===== src/rtl/oled_pattern_gen.sv =====
// Registered four-mode test-pattern source for the SSD1331 video path; mode and scroll change only at frame boundaries.
// Optional macro OLED_PATTERN_BORDER_EN forces a white one-pixel border over every mode.
module oled_pattern_gen #(
  parameter int          C_x_size       = 96,
  parameter int          C_y_size       = 64,
  parameter int          C_color_bits   = 16,
  parameter int          C_square_log2  = 3,
  parameter int          C_scroll_shift = 2,
  parameter logic [15:0] C_fg_color     = 16'h07E0,
  parameter logic [15:0] C_bg_color     = 16'hF800
) (
  input  logic                        clk,
  input  logic                        reset,
  input  logic [$clog2(C_x_size)-1:0] x,
  input  logic [$clog2(C_y_size)-1:0] y,
  input  logic [1:0]                  mode_req,
  input  logic                        mode_strobe,
  output logic [C_color_bits-1:0]     color,
  output logic                        frame_tick,
  output logic [1:0]                  mode
);

  localparam int XW = $clog2(C_x_size);
  localparam int YW = $clog2(C_y_size);
  localparam logic [XW-1:0] XMAX = XW'(C_x_size - 1);
  localparam logic [YW-1:0] YMAX = YW'(C_y_size - 1);
  localparam logic [XW:0]   XLIM = (XW+1)'(C_x_size);
  localparam logic [YW:0]   YLIM = (YW+1)'(C_y_size);
  localparam logic [XW-1:0] XONE = XW'(1);
  localparam logic [C_scroll_shift-1:0] CNT_ONE = C_scroll_shift'(1);

  typedef enum logic [1:0] {
    PAT_CHECKER  = 2'd0,
    PAT_BARS     = 2'd1,
    PAT_GRADIENT = 2'd2,
    PAT_SCROLL   = 2'd3
  } pattern_e;

  logic [XW-1:0]             prev_x_q;
  logic [YW-1:0]             prev_y_q;
  pattern_e                  mode_q, mode_d;
  pattern_e                  pending_q, pending_d;
  logic                      pending_valid_q, pending_valid_d;
  logic [C_scroll_shift-1:0] frame_cnt_q, frame_cnt_d;
  logic [XW-1:0]             offset_q, offset_d;
  logic [C_color_bits-1:0]   color_q, color_d;
  logic                      boundary;
  logic [XW-1:0]             xs, px;
  logic                      sq, outside;
  logic [15:0]               rgb565;

  assign boundary   = (x == '0) && (y == '0) && (prev_x_q == XMAX) && (prev_y_q == YMAX);
  assign frame_tick = boundary && !reset;
  assign mode       = mode_q;
  assign color      = color_q;

  // A strobe always takes priority, so a request arriving on a boundary waits for the next one.
  always_comb begin
    mode_d          = mode_q;
    pending_d       = pending_q;
    pending_valid_d = pending_valid_q;
    frame_cnt_d     = frame_cnt_q;
    offset_d        = offset_q;
    if (mode_strobe) begin
      pending_d       = pattern_e'(mode_req);
      pending_valid_d = 1'b1;
    end else if (boundary && pending_valid_q) begin
      mode_d          = pending_q;
      pending_valid_d = 1'b0;
    end
    if (boundary) begin
      frame_cnt_d = frame_cnt_q + CNT_ONE;
      if (&frame_cnt_q) begin
        offset_d = offset_q + XONE;
      end
    end
  end

  // Next-state mode and offset are used so pixel (0,0) of a new frame already reflects them.
  always_comb begin
    xs      = x + offset_d;
    px      = (mode_d == PAT_SCROLL) ? xs : x;
    sq      = px[C_square_log2] ^ y[C_square_log2];
    outside = ({1'b0, x} >= XLIM) || ({1'b0, y} >= YLIM);
    rgb565  = '0;
    case (mode_d)
      PAT_BARS:     rgb565 = {{5{x[XW-1]}}, {6{x[XW-2]}}, {5{x[XW-3]}}};
      PAT_GRADIENT: rgb565 = {x[XW-1:XW-5], 6'd0, y[YW-1:YW-5]};
      default:      rgb565 = sq ? C_fg_color : C_bg_color;
    endcase
    if (outside) begin
      rgb565 = '0;
    end
`ifdef OLED_PATTERN_BORDER_EN
    else if ((x == '0) || (x == XMAX) || (y == '0) || (y == YMAX)) begin
      rgb565 = '1;
    end
`endif
  end

  generate
    if (C_color_bits == 8) begin : g_rgb332
      assign color_d = {rgb565[15:13], rgb565[10:8], rgb565[4:3]};
    end else begin : g_rgb565
      assign color_d = rgb565[C_color_bits-1:0];
    end
  endgenerate

  always_ff @(posedge clk) begin
    if (reset) begin
      prev_x_q        <= '0;
      prev_y_q        <= '0;
      mode_q          <= PAT_CHECKER;
      pending_q       <= PAT_CHECKER;
      pending_valid_q <= 1'b0;
      frame_cnt_q     <= '0;
      offset_q        <= '0;
      color_q         <= '0;
    end else begin
      prev_x_q        <= x;
      prev_y_q        <= y;
      mode_q          <= mode_d;
      pending_q       <= pending_d;
      pending_valid_q <= pending_valid_d;
      frame_cnt_q     <= frame_cnt_d;
      offset_q        <= offset_d;
      color_q         <= color_d;
    end
  end

endmodule


===== config.mk =====
export PLATFORM = sky130hd
export DESIGN_NAME = oled_pattern_gen
export DESIGN_NICKNAME = d
export VERILOG_FILES = /design/src/rtl/oled_pattern_gen.sv
export SDC_FILE = /design/constraint.sdc
export NUM_CORES = 1
export LEC_CHECK = 0
export BUFFER_PORTS_ARGS = -buffer_cell sky130_fd_sc_hd__buf_4
export CAP_MARGIN = 20
export CORE_MARGIN = 1.5
export CORE_UTILIZATION = 46
export CTS_CLUSTER_DIAMETER = 30
export DETAILED_ROUTE_END_ITERATION = 10
export PLACE_DENSITY = 0.72
export SKIP_LAST_GASP = 1
export SYNTH_ARGS = -nofsm -noshare
export SYNTH_HDL_FRONTEND = slang
export SYNTH_SLANG_ARGS = --single-unit

===== constraint.sdc =====
create_clock -name clk -period 8.1 [get_ports clk]
set_clock_uncertainty 0.05 [all_clocks]
set_input_delay 1.215 -clock clk [delete_from_list [all_inputs] [get_ports clk]]
set_output_delay 1.215 -clock clk [all_outputs]
set_load 0.01 [all_outputs]

==> impl_metrics.ini <==
[run_status]
outcome = completed

[synthesis]
synthDistinctLibCells = 35
synth.most_common_cell = dfxtp_1
syn_area_sq_um = 1460
yosys-top-cells-count = 35 x dfxtp_1, 15 x nor2b_1, 14 x a21oi_1, 11 x nor2_1, 10 x nand2_1
synth_warnings = 0
synth-seq-cells = 35
synth_top_area_cell = dfxtp_1
netlist_instances = 147
synth_edf_count = 0
syn_area_per_cell_sq_um = 9.91
synth_seq_area_share = 0.481
synth_ff_type = dfxtp_1
synth.net_count = 172
synth_area_leaders = dfxtp_1 48%, nor2b_1 6.4%, ha_1 6.0%
netlist.area_leader.share = 0.481
async_flop_share = 0

[global_route]
grt_max_degree = 27
grt_pass1_wl_um = 5040
grt_remaining_overflow = 0
grtUsageTotal = 0.194
grt_pass1_vias = 1168
antenna_found_initial = 0

[timing]
tightest_slew_ns = 0.596
fin_crit_sh = 0.497
slew_headroom = 0.598
period_needed_ns = 4.03
drv_slew = 0
fin_setup_tns_ns = 0
setup_violations = 0
fmax_mhz = 248
whs_ns = 0.457
hold_viol = 0
layout_setup_ws_ns = 4.07
grt_setup_unrepaired = no

[placed_design]
place_ws_ns = 3.73
gp_congestion = 0.751
dp_hpwl_um = 2230
port_buffers = 36

[worst_hold_path]
min_from = pending_q[0]
hold_depth = 2
hold_class = register to register
hold_path_end = pending_q[0]

[worst_setup_path]
crit_type = input port to register
cp.required_ns = 8.31
path_cells = buf_4, nor4b_1, nand4_1, nor3_1, nand2_1, mux2_2, ha_1, nand4_1, nand2_1, a211oi_1, o21ai_0, o211ai_1
timing.rr.start = prev_x_q[0]
crit_fanout = 5
timing.critical_path.from_type = input port
reg2reg_depth = 11
worstPathArrival_ns = 4.24
worstReg2RegEnd = color[12]
critPathMaxStageDelay_ns = 0.48
rrSetupSlack_ns = 4.80
critPathSlowestCell = nor3_1
crit_path_end_kind = register

[layout]
drive_above_1_share = 0.286
syn2layout_area_growth_pct = 24.7
fin_nets = 206
nFillCells = 268
insertedDiodeCount = 0
fin_util = 0.600

[power]
seqPwrFrac = 0.532
power.share.clock = 0.382
power.internal_w = 0.000267
switchingPower_w = 0.0000737
power_density_nw_per_um2 = 188
switching_share = 0.216
max-vdd-ir-drop_mv = 0.115
comb_power_share = 0.086
cellLeakagePower_nw = 0.817

[floorplan]
die-area_sq_um = 3510
std_cell_rows = 20
initial_core_util = 0.481
dieWidth_um = 59.3
coreArea_sq_um = 3030
num_io_pins = 37
die_h_um = 59.3

[cts]
cts-root-buf = clkbuf_4
cts.repair.resized = 0
cts_made_buffers = 5
tritoncts = done
clk_path_buf_depth = 2
clock-sinks = 35
cts.clk_slew.worst_paths_ns = 0.10
clock_latency_ns = 0.33
post_cts_buffers = 0
htree_levels = 2
cts_hold_buf = 0

[route]
drtAntennaViolNets = 0
vias_per_cell = 5.15
drt-pass1-iter-count = 4
routed_wl_um = 2930
vias = 1165
first_iter_violations = 31
drc = 0
wl_per_cell_um = 12.9

[job]
drv_cap = 0
critical path: cells and delay by family:
family / cells / cell delay (ns)
buffers and inverters: 1 / 0.12
multiplexers: 1 / 0.31
AND/OR/NAND/NOR: 6 / 1.38
adder cells (fa/ha/maj): 1 / 0.27
AO/OA/AOI/OAI: 3 / 0.95
metrics by stage:
step | power (W) | cells | instance area [sq um]
2_1_floorplan | 0.000199 | 147 | 1460
4_1_cts | 0.000344 | 226 | 1820
3_5_place_dp | 0.000215 | 218 | 1730
3_3_place_gp | 0.000214 | 218 | 1730
6_report | 0.000341 | 226 | 1820
5_1_grt | 0.000354 | 226 | 1820
cell families (layout without fill, tap and decap cells):
group                      Yosys count  after routing  synth area share
xor gates and xnor gates             5              5            0.0301
buffers and inverters               12             47            0.0438
muxes                                6              6            0.0421
AOI/OAI and AO/OA                   24             24            0.0962
adders and majority gates            7              7            0.0601
DFF                                 35             35             0.481
and+or+nand+nor                     58             58             0.247
layout by cell type (no fill, tap or decap), types with 2 or more instances in the layout:
cell type and n:
clkbuf_4 5, xor2_1 2, ha_1 7, mux2i_1 5, nand2_1 10, nor2_1 11
xnor2_1 3, nor4b_1 2, buf_4 36, o211ai_1 5, nor3_1 2, dfxtp_1 35
nand4_1 4, o21ai_0 3, a21oi_1 14, inv_1 3, nor2b_1 15
routing by layer:
layer / global-route usage / share of wire / up-vias
li1: - / - / 578
met1: 0.226 / 0.45 / 555
met2: 0.330 / 0.49 / 28
met3: 0.0655 / 0.046 / 4
met4: 0.0682 / 0.0099 / 0
met5: 0 / 0 / -
worst max path at each step:
stage | from | endpoint | slack [ns] | cells past startpoint
3_3_place_gp | y[2] | color[15] | 3.81 | 12
5_1_grt | y[2] | color[12] | 3.63 | 12
3_5_place_dp | y[2] | color[12] | 3.73 | 12
6_report | y[2] | color[12] | 4.07 | 12
2_1_floorplan | y[2] | color[11] | 4.33 | 11
4_1_cts | y[2] | color[13] | 4.08 | 12
power by group through the flow:
stage / registers [W] / clock network, W / logic, W
after global routing: 0.000182 / 0.000141 / 0.0000317
after CTS: 0.000181 / 0.000133 / 0.0000294
after floorplan: 0.000186 / 0 / 0.0000133
final: 0.000181 / 0.000130 / 0.0000293
after detailed placement: 0.000185 / 0 / 0.0000293
after global placement: 0.000185 / 0 / 0.0000289
sequential cells by signal, indices dropped and copies added, names as in the netlist:
signal,flops
color,11
prev_x_q,7
prev_y_q,6
offset_q,4
frame_cnt_q,2
mode,2
pending_q,2
pending_valid_q,1
final cells by class:
| class | instances | area [sq um] | area share |
|---|---|---|---|
| flip-flops and latches | 35 | 701 | 0.386 |
| multi-input cells | 100 | 692 | 0.381 |
| repair buffers | 36 | 270 | 0.149 |
| well taps | 44 | 55.1 | 0.0303 |
| clock buffers | 6 | 51.3 | 0.0283 |
| clock inverters | 2 | 35.0 | 0.0193 |
| inverters | 3 | 11.3 | 0.00620 |
(Power assumes the default switching activity.)
